[config.mk]
export PLATFORM = sky130hd
export DESIGN_NAME = rojo_cmd_sched
export DESIGN_NICKNAME = d
export VERILOG_FILES = /design/src/rtl/rojo_cmd_sched.sv
export SDC_FILE = /design/constraint.sdc
export NUM_CORES = 1
export LEC_CHECK = 0
export CAP_MARGIN = 0
export CORE_ASPECT_RATIO = 0.5
export CORE_MARGIN = 10
export CORE_UTILIZATION = 55
export CTS_BUF_LIST = sky130_fd_sc_hd__clkbuf_8
export DETAILED_ROUTE_END_ITERATION = 6
export PLACE_DENSITY = 0.88
export REMOVE_ABC_BUFFERS = 1
export SKIP_LAST_GASP = 1
export SLEW_MARGIN = 20
export SYNTH_ARGS = -nofsm -noshare
export SYNTH_HDL_FRONTEND = slang
export SYNTH_SLANG_ARGS = --single-unit
[constraint.sdc]
create_clock -name HCLK -period 3 [get_ports HCLK]
set_input_delay 0.6 -clock HCLK [delete_from_list [all_inputs] [get_ports HCLK]]
set_output_delay 0.6 -clock HCLK [all_outputs]
set_load 0.02 [all_outputs]
[src/rtl/rojo_cmd_sched.sv]
// Rojobot motion-command scheduler: queues {BotCtrl, duration} commands and plays them tick by tick.
// Latency: push to an empty queue drives bot_ctrl 2 HCLK later; bot_updt rise becomes a tick 3 edges later.
// Backpressure: none; pushes into a full queue are dropped and flagged in cmd_ovf. ROJO_WDOG_EN adds a RUN watchdog.
module rojo_cmd_sched #(
    parameter int unsigned DEPTH    = 8,
    parameter int unsigned DUR_W    = 8,
    parameter logic [7:0]  IDLE_CMD = 8'h00,
    parameter logic [31:0] WDOG_CYC = 32'd500000
) (
    input  logic                     HCLK,
    input  logic                     HRESETn,
    input  logic                     cmd_wr,
    input  logic [7:0]               cmd_ctrl,
    input  logic [DUR_W-1:0]         cmd_dur,
    input  logic                     flush,
    input  logic                     bot_updt,
    input  logic                     int_ack,
    output logic [7:0]               bot_ctrl,
    output logic                     upd_int,
    output logic [$clog2(DEPTH):0]   fifo_cnt,
    output logic                     fifo_full,
    output logic                     cmd_ovf,
    output logic [7:0]               miss_cnt,
    output logic                     busy,
    output logic                     wdog_fault
);
    localparam int unsigned AW = $clog2(DEPTH);

    typedef enum logic [1:0] {IDLE, LOAD, RUN, FAULT} state_t;

    state_t             state_q;
    logic [7:0]         bot_ctrl_q;
    logic [DUR_W-1:0]   rem_q;
    logic [AW-1:0]      wr_ptr_q, rd_ptr_q;
    logic [AW:0]        cnt_q, cnt_d;
    logic [7:0]         mem_ctrl [DEPTH];
    logic [DUR_W-1:0]   mem_dur  [DEPTH];
    logic               sync1_q, sync2_q, sync3_q;
    logic               ack_q;
    logic               upd_q;
    logic [7:0]         miss_q;
    logic               ovf_q;
    logic               tick, ack_rise, full, empty, pop, push;

    assign tick     = sync2_q & ~sync3_q;
    assign ack_rise = int_ack & ~ack_q;
    assign full     = (cnt_q == (AW+1)'(DEPTH));
    assign empty    = (cnt_q == '0);
    assign pop      = (state_q == LOAD) & ~flush;
    // A full queue still accepts a push when the head leaves on the same edge.
    assign push     = cmd_wr & ~flush & (~full | pop);
    assign cnt_d    = flush ? '0 : cnt_q + {{AW{1'b0}}, push} - {{AW{1'b0}}, pop};

    always_ff @(posedge HCLK) begin
        if (push) begin
            mem_ctrl[wr_ptr_q] <= cmd_ctrl;
            mem_dur[wr_ptr_q]  <= cmd_dur;
        end
    end

    always_ff @(posedge HCLK or negedge HRESETn) begin
        if (!HRESETn) begin
            sync1_q  <= 1'b0;
            sync2_q  <= 1'b0;
            sync3_q  <= 1'b0;
            ack_q    <= 1'b0;
            cnt_q    <= '0;
            wr_ptr_q <= '0;
            rd_ptr_q <= '0;
            upd_q    <= 1'b0;
            miss_q   <= 8'h00;
            ovf_q    <= 1'b0;
        end else begin
            sync1_q <= bot_updt;
            sync2_q <= sync1_q;
            sync3_q <= sync2_q;
            ack_q   <= int_ack;
            cnt_q   <= cnt_d;
            if (flush) begin
                wr_ptr_q <= '0;
                rd_ptr_q <= '0;
            end else begin
                if (push) wr_ptr_q <= wr_ptr_q + AW'(1);
                if (pop)  rd_ptr_q <= rd_ptr_q + AW'(1);
            end
            if (tick)          upd_q <= 1'b1;
            else if (ack_rise) upd_q <= 1'b0;
            if (flush)
                miss_q <= 8'h00;
            else if (tick && upd_q && miss_q != 8'hFF)
                miss_q <= miss_q + 8'd1;
            if (flush)
                ovf_q <= 1'b0;
            else if (cmd_wr && full && !pop)
                ovf_q <= 1'b1;
        end
    end

`ifdef ROJO_WDOG_EN
    logic [31:0] wd_q;
    logic        wdog_q;
`endif

    always_ff @(posedge HCLK or negedge HRESETn) begin
        if (!HRESETn) begin
            state_q    <= IDLE;
            bot_ctrl_q <= IDLE_CMD;
            rem_q      <= '0;
`ifdef ROJO_WDOG_EN
            wd_q       <= '0;
            wdog_q     <= 1'b0;
`endif
        end else if (flush) begin
            state_q    <= IDLE;
            bot_ctrl_q <= IDLE_CMD;
`ifdef ROJO_WDOG_EN
            wd_q       <= '0;
            wdog_q     <= 1'b0;
`endif
        end else begin
            case (state_q)
                IDLE: begin
                    bot_ctrl_q <= IDLE_CMD;
                    if (!empty) state_q <= LOAD;
                end
                LOAD: begin
                    bot_ctrl_q <= mem_ctrl[rd_ptr_q];
                    rem_q      <= (mem_dur[rd_ptr_q] == '0) ? DUR_W'(1) : mem_dur[rd_ptr_q];
                    state_q    <= RUN;
`ifdef ROJO_WDOG_EN
                    wd_q       <= '0;
`endif
                end
                RUN: begin
                    if (tick) begin
`ifdef ROJO_WDOG_EN
                        wd_q <= '0;
`endif
                        // Chaining into LOAD keeps the old command on the pins until the next one lands.
                        if (rem_q == DUR_W'(1)) begin
                            if (empty) begin
                                state_q    <= IDLE;
                                bot_ctrl_q <= IDLE_CMD;
                            end else begin
                                state_q    <= LOAD;
                            end
                        end else begin
                            rem_q <= rem_q - DUR_W'(1);
                        end
                    end
`ifdef ROJO_WDOG_EN
                    else if (wd_q == WDOG_CYC - 32'd1) begin
                        state_q    <= FAULT;
                        bot_ctrl_q <= IDLE_CMD;
                        wdog_q     <= 1'b1;
                    end else begin
                        wd_q <= wd_q + 32'd1;
                    end
`endif
                end
                default: bot_ctrl_q <= IDLE_CMD;
            endcase
        end
    end

`ifdef ROJO_WDOG_EN
    assign wdog_fault = wdog_q;
`else
    logic unused_wdog;
    assign unused_wdog = ^WDOG_CYC;
    assign wdog_fault  = 1'b0;
`endif

    assign bot_ctrl  = bot_ctrl_q;
    assign upd_int   = upd_q;
    assign fifo_cnt  = cnt_q;
    assign fifo_full = full;
    assign cmd_ovf   = ovf_q;
    assign miss_cnt  = miss_q;
    assign busy      = (state_q != IDLE);

endmodule

==> Flow_metrics.wiki <==
{| class="wikitable"
! Metric !! Value
|-
| Worst hold path class || in2async
|-
| Number of levels the H-tree was split into || 4
|-
| Final Routed Wirelength || 14.0 mm
|-
| Routability cong. || 0.832
|-
| Vias/cell || 5.74
|-
| Netlist Area Pre-Place || 7100 sq um
|-
| Signed area change from the synthesized netlist to the final layout || 15.4%
|-
| Width of the die || 181 microns
|-
| Critical R2R Launch || state_q[1]
|-
| Ratio of total power to cell area || 705 nW/um^2
|-
| CTS-repair resized insts || 0
|-
| Setup TNS || 0 ns
|-
| Clock root buffer || clkbuf_8
|-
| Count of final hold-check violations || 0
|-
| First-pass GRT wire length || 22.3 mm
|-
| Required @ worst endpoint || 2.40 ns
|-
| Antenna violations before repair || 0
|-
| Cell with the most instances after synthesis || edfxtp_1
|-
| Cell class contributing the biggest share of worst-path delay || buffers and inverters
|-
| Max-Slew Margin vs Limit || 55.8%
|-
| Total of max-cap violations || 0
|-
| Vias in the first global route || 3,952
|-
| Setup crit start kind || register
|-
| Yosys warning total || 0
|-
| Hold Worst Slack || 0.0998 ns
|-
| R2r setup slk || 0.62 ns
|-
| Worst path slowest cell || clkdlybuf4s50_1
|-
| Clock latency at the later pin of the worst-skew pair || 0.44 ns
|-
| DRC errors left || 0
|-
| Worst EP arrival || 1.96 ns
|-
| Pins Over Slew Limit || 0
|-
| Clock-pin slew on the worst setup and hold paths || 0.10 ns
|-
| Most instantiated flip-flop cell in the synthesis netlist || edfxtp_1
|-
| GRT Residual Overflow || 0
|-
| Portion of the post-synthesis area used by sequential elements || 68.9%
|-
| Final period demand of the worst path || 2.56 ns
|-
| Mean Syn Cell Area || 16.7 sq um
|-
| Part of the cycle the worst path needs || 85.4%
|-
| Height of the die || 100 microns
|-
| Clock tree from TritonCTS || done
|-
| Post-synth ARST share || 24.7%
|-
| Top-area cell type share of the netlist area || 54.1%
|-
| Maximum number of pins on one net before global-route repair || 25
|-
| Core Footprint || 12,700 sq um
|-
| Final setup violation count || 0
|-
| Maximum count of clock buffers along a single path || 2
|-
| Transition time at the pin with the least slew margin || 0.661 ns
|-
| Number of antenna repair diodes || 0
|-
| Setup skew after layout || 0.0169 ns
|-
| Worst stage delay on the critical path || 0.61 ns
|-
| Total track usage || 15.8%
|-
| Net count, final || 525
|-
| Standard-cell row count || 29
|-
| Clock sink total || 170
|-
| Fill cells || 837
|-
| Static leakage power || 2.85 nW
|-
| Ranking of synthesized cells by area || edfxtp_1 (54%), dfrtp_1 (15%), mux4_1 (5.5%), mux4_2 (5.4%), mux2i_1 (1.8%)
|-
| Share of post-route cells with drive strength above 1 || 17.8%
|-
| Critical setup path kind || reg2out
|-
| Antenna-violating nets left || 0
|-
| Library cells used by synthesis || 51
|-
| Critical path, cell by cell || nor2_1 -> nand2_1 -> inv_1 -> clkdlybuf4s50_1
|-
| HPWL reported at the end of detailed placement || 9.68 mm
|-
| Depth of the most critical reg-to-reg path || 6
|-
| Endpoint class of the critical path || output port
|-
| Highest ir drop seen on vdd || 0.000327 V
|-
| Boundary pin count || 47
|-
| Critical Path Fanout Max || 4
|-
| Cell accounting for the most synthesized area || edfxtp_1
|-
| Capturing point of the worst reg2reg path || mem_dur[1][1]
|-
| Routed length per placed instance || 20.7 microns
|-
| Number of buffers created by CTS || 17
|-
| DIE AREA || 18,100 sq um
|-
| CTS hold repair buffers || 0
|-
| Crit path from || fifo_cnt[1]
|-
| Initial core utilization || 56.1%
|-
| Setup repair after global routing missed its margin || no
|-
| Maximum frequency from static timing analysis || 390 MHz
|-
| List of most frequent post-synthesis cells || edfxtp_1 (128), dfrtp_1 (42), nor2_1 (30)
|-
| Crit path buffers/inverters || 2
|-
| Synthesis-stage register bit count || 170
|-
| Port-buffer cells || 45
|-
| DR pass1 iterations || 6
|-
| Number of enable flip-flop cells after synthesis || 128
|-
| Number of vias after detailed routing || 3,877
|-
| Result of the run || finished clean
|-
| Gate count of the mapped netlist || 425
|-
| Setup Buffers After CTS || 0
|-
| Iter 0 DRT Violations || 454
|}
[how the worst max path moves through the flow]
| stage | to | depth (start not counted) |
|---|---|---|
| floorplan | mem_ctrl[1][0] | 6 |
| global placement | mem_ctrl[0][1] | 5 |
| detailed placement | mem_ctrl[0][1] | 5 |
| CTS | fifo_full | 4 |
| global route | fifo_full | 4 |
| finish | fifo_full | 4 |
[cell usage in the layout, fill, tap and decap left out, drive strengths merged, types with 2 or more instances in the layout]
cell           synthesis  routed
clkinvlp               0       2
o21ai                 20      20
nand3                  6       6
o2bb2ai                4       4
xnor2                  6       6
clkinv                 0       3
nor3                   8       8
ha                    10      10
inv                    9      19
nor2                  34      34
nor2b                  8       8
and2                   4       4
nand2                 27      27
mux4                  32      32
or2                    3       3
clkdlybuf4s50          0      44
xor2                   5       5
a21oi                 12      12
a22o                   4       4
mux2i                 13      13
buf                   14      23
nand4                  2       2
o211ai                 3       3
or3                    5       5
edfxtp               128     128
nand2b                 6       6
clkbuf                 5      17
dfrtp                 42      42
[flip-flops by register name (all words and copies together) (netlist names)]
register	count
rd_ptr_q	3
wr_ptr_q	3
cmd_ovf	1
mem_dur	64
state_q	2
sync1_q	1
fifo_cnt	4
ack_q	1
bot_ctrl	8
mem_ctrl	64
upd_int	1
miss_cnt	8
rem_q	8
sync2_q	1
sync3_q	1
[per-stage QoR]
stage	setup WS (ns)	power, mW	instance area (sq um)	util [%]	instances
after floorplan	0.0709	3.80	6970	-	406
after global placement	0.367	4.23	7810	61.7	643
after detailed placement	0.322	4.29	7810	61.7	643
after CTS	0.405	5.81	8190	64.7	675
after global routing	0.319	6.07	8190	64.7	675
final	0.437	5.77	8190	64.7	675
[logic make-up after synthesis]
group                      synth area share, %
AOI/OAI and AO/OA                         4.70
xor gates and xnor gates                  1.36
adders and majority gates                 2.04
buffers and inverters                     2.27
DFF                                       68.9
muxes                                     12.9
other                                   0.0528
and+or+nand+nor                           7.72
[layer usage]
metal | GRT usage (%) | routed length, microns
met1 | 19.8 | 5810
met3 | 4.45 | 836
met5 | 0 | 0
met4 | 5.20 | 187
met2 | 26.5 | 7120
[cell type report]
type	count	area [sq um]	area share (%)
sequential	170	4900	59.7
multi-input combinational	227	2060	25.1
timing repair buffer	67	611	7.45
clock buffer	17	234	2.86
tap	170	213	2.60
clock inverter	15	151	1.85
inverter	9	33.8	0.412
[report_power, final]
part           leakage [nW]  switching [mW]  total, mW  internal, mW
clock network         0.194           0.910       1.53         0.622
logic                 0.953           0.690       1.35         0.660
registers              1.70           0.185       2.89          2.71
No activity file was read; power rests on OpenSTA's default activity.
==> edit: new RTL, same flow settings <==
Put one more register stage on the output `miss_cnt`. The value now appears one clock later. The other outputs are not delayed to match.
--- a/src/rtl/rojo_cmd_sched.sv
+++ b/src/rtl/rojo_cmd_sched.sv
@@ -176,7 +176,9 @@
     assign fifo_cnt  = cnt_q;
     assign fifo_full = full;
     assign cmd_ovf   = ovf_q;
-    assign miss_cnt  = miss_q;
+    always_ff @(posedge HCLK) begin
+        miss_cnt <= miss_q;
+    end
     assign busy      = (state_q != IDLE);
 
 endmodule
Formal check against the unedited RTL: not equivalent (a bounded check fails within 10 cycles, from zero or initial values and one cycle with HRESETn low).
==> edit against the unedited design <==
Total power is 5.9% higher; routed wire length increased by 7.1%; sequential power is 5% higher; area after synthesis rose by 0.16%; fmax down 0.34%; clock skew increased by 0.0040 ns; sequential cell count increased by 8; design area rose by 1.0%; worst setup slack worse by 0.0088 ns; count of clock-buffer cells in the layout stayed put; largest power group unchanged.
==> edit: results (changes against the unedited design) <==
stage	metric	value	unit	change
grt	initial antenna violation count	0		unchanged
yosys	Synth Instances	421		-0.94%
cells_and_area	layout cell share with drive strength beyond 1	0.1972		+0.01899
cells_and_area	top flop regs	mem_ctrl (64), mem_dur (64)		
yosys	Post-synth ARST share	0.2360		-0.01110
placed_design	DPL Wire Length	10.08	mm	+4.1%
grt	largest net degree at the start of global routing	30		+20%
setup_path	Critical Path Fanout Max	4		unchanged
yosys	most frequent cell after synthesis	edfxtp_1		
power_and_ir_drop	P_leak	2.846	nW	-0.19%
setup_path	slowest stage cell, crit path	clkdlybuf4s50_1		
cells_and_area	fin nets	522		-0.57%
timing	Setup Skew	0.02084	ns	+0.003954 ns
clock_network	Post-CTS Setup Repair Bufs	0		unchanged
grt	gr usage total	0.1693		+0.01082
setup_path	FF-to-FF setup slack	0.67	ns	+0.05 ns
route	via/cell ratio	5.932		+3.3%
status	run status	finished clean		
route	Initial DRC Count	428		-5.7%
yosys	synth cell count leaders	edfxtp_1, dfrtp_1, mux4_2		
placed_design	Cells after DPL	640		-0.47%
clock_network	clock insertion delay at the later pin of the skew report	0.47	ns	+0.03 ns
setup_path	reg-to-reg endpoint	mem_ctrl[5][4]$_DFFE_PP_		
placed_design	Port Buf Inserts	45		unchanged
power_and_ir_drop	peak supply drop	0.3657	mV	+12%
setup_path	Crit path largest cell delay	0.62	ns	
route	WL per Instance	22.24	µm	+7.6%
route	drt first pass iters	5		-1
setup_path	R2R cell count	6		unchanged
yosys	synth top area cells	edfxtp_1, dfrtp_1, mux4_2, dfxtp_1, mux2i_1		
clock_network	H-tree depth	4		unchanged
cells_and_area	diodes inserted	0		unchanged
min_path	Hold Path Class	in -> async		
yosys	Synth cell types	49		-3.9%
yosys	sequential fraction of the synthesis area	0.7106		+0.02142
setup_path	crit path capture	fifo_full		
setup_path	Crit. Startpoint	fifo_cnt[2]$_DFF_PN0_		
setup_path	R2R Path Start	state_q[1]$_DFFE_PN0P_		
setup_path	delay-heaviest family, CP	buffers and inverters		
cells_and_area	Final Non-Filler Cells	672		-0.44%
clock_network	PostCTS Resize Cnt	0		unchanged
yosys	EDFF count, synth	128		unchanged
setup_path	CP arrival	1.97	ns	
clock_network	Root Buffer	clkbuf_8		
yosys	YS warnings	0		unchanged
placed_design	RePlAce Congestion	0.7862		-5.5%
timing	worst slew margin relative to its limit	0.3606		-0.1978
grt	vias in the first global route	4136		+4.7%
clock_network	clock slew at reported path FFs	0.11	ns	
grt	first-pass GRT wire length	23.84	mm	+6.7%
==> edit: stage by stage <==
stage | total power, mW | cell area, µm² | setup WS, ns | hold slack (ns)
2_1_floorplan | 3.950 | 7014 | -0.03605 | 0.3044
3_3_place_gp | 4.370 | 7856 | 0.4039 | 0.3622
3_5_place_dp | 4.449 | 7856 | 0.3104 | 0.3555
4_1_cts | 6.155 | 8279 | 0.4028 | 0.2066
5_1_grt | 6.412 | 8279 | 0.2957 | 0.2158
6_report | 6.115 | 8279 | 0.4280 | 0.1893
==> edit: worst register-to-register path, cell delays in order, from the launching register on <==
cell and delay (ns):
dfrtp_1 0.44, nand2b_1 0.25, nor2_1 0.17, o21ai_1 0.14, or3b_2 0.58, nor2_1 0.16, buf_4 0.28
==> edit: final cells by class <==
cell class              instances  area, µm²
clock buffers                  17      234.0
inverters                       9      33.78
multi-input cells             215       1936
repair buffers                 68      618.1
well taps                     170      212.7
clock inverters                15      188.9
flip-flops and latches        178       5056
fillers                       838       4384
==> edit: logic make-up after synthesis <==
kind of cell | count (synthesis) | share of synthesized area
AOI/OAI and AO/OA | 53 | 0.04591
xor gates and xnor gates | 10 | 0.01231
adders and majority gates | 11 | 0.02040
buffers and inverters | 28 | 0.01864
DFF | 178 | 0.7106
muxes | 50 | 0.1274
other | 1 | 0.0005272
and+or+nand+nor | 90 | 0.06421
==> edit: routing by layer <==
metal	GRT usage	wire length, µm	up-vias
met1	0.2017	6091	2060
met3	0.04632	791	32
met2	0.2880	7660	131
met4	0.07268	401	0
met5	0	0	-
li1	-	-	1763
==> edit: power by group <==
part           switching (mW)  total, mW  internal, mW
Clock                   0.944       1.72         0.780
Combinational           0.656       1.35         0.691
Sequential              0.230       3.04          2.81
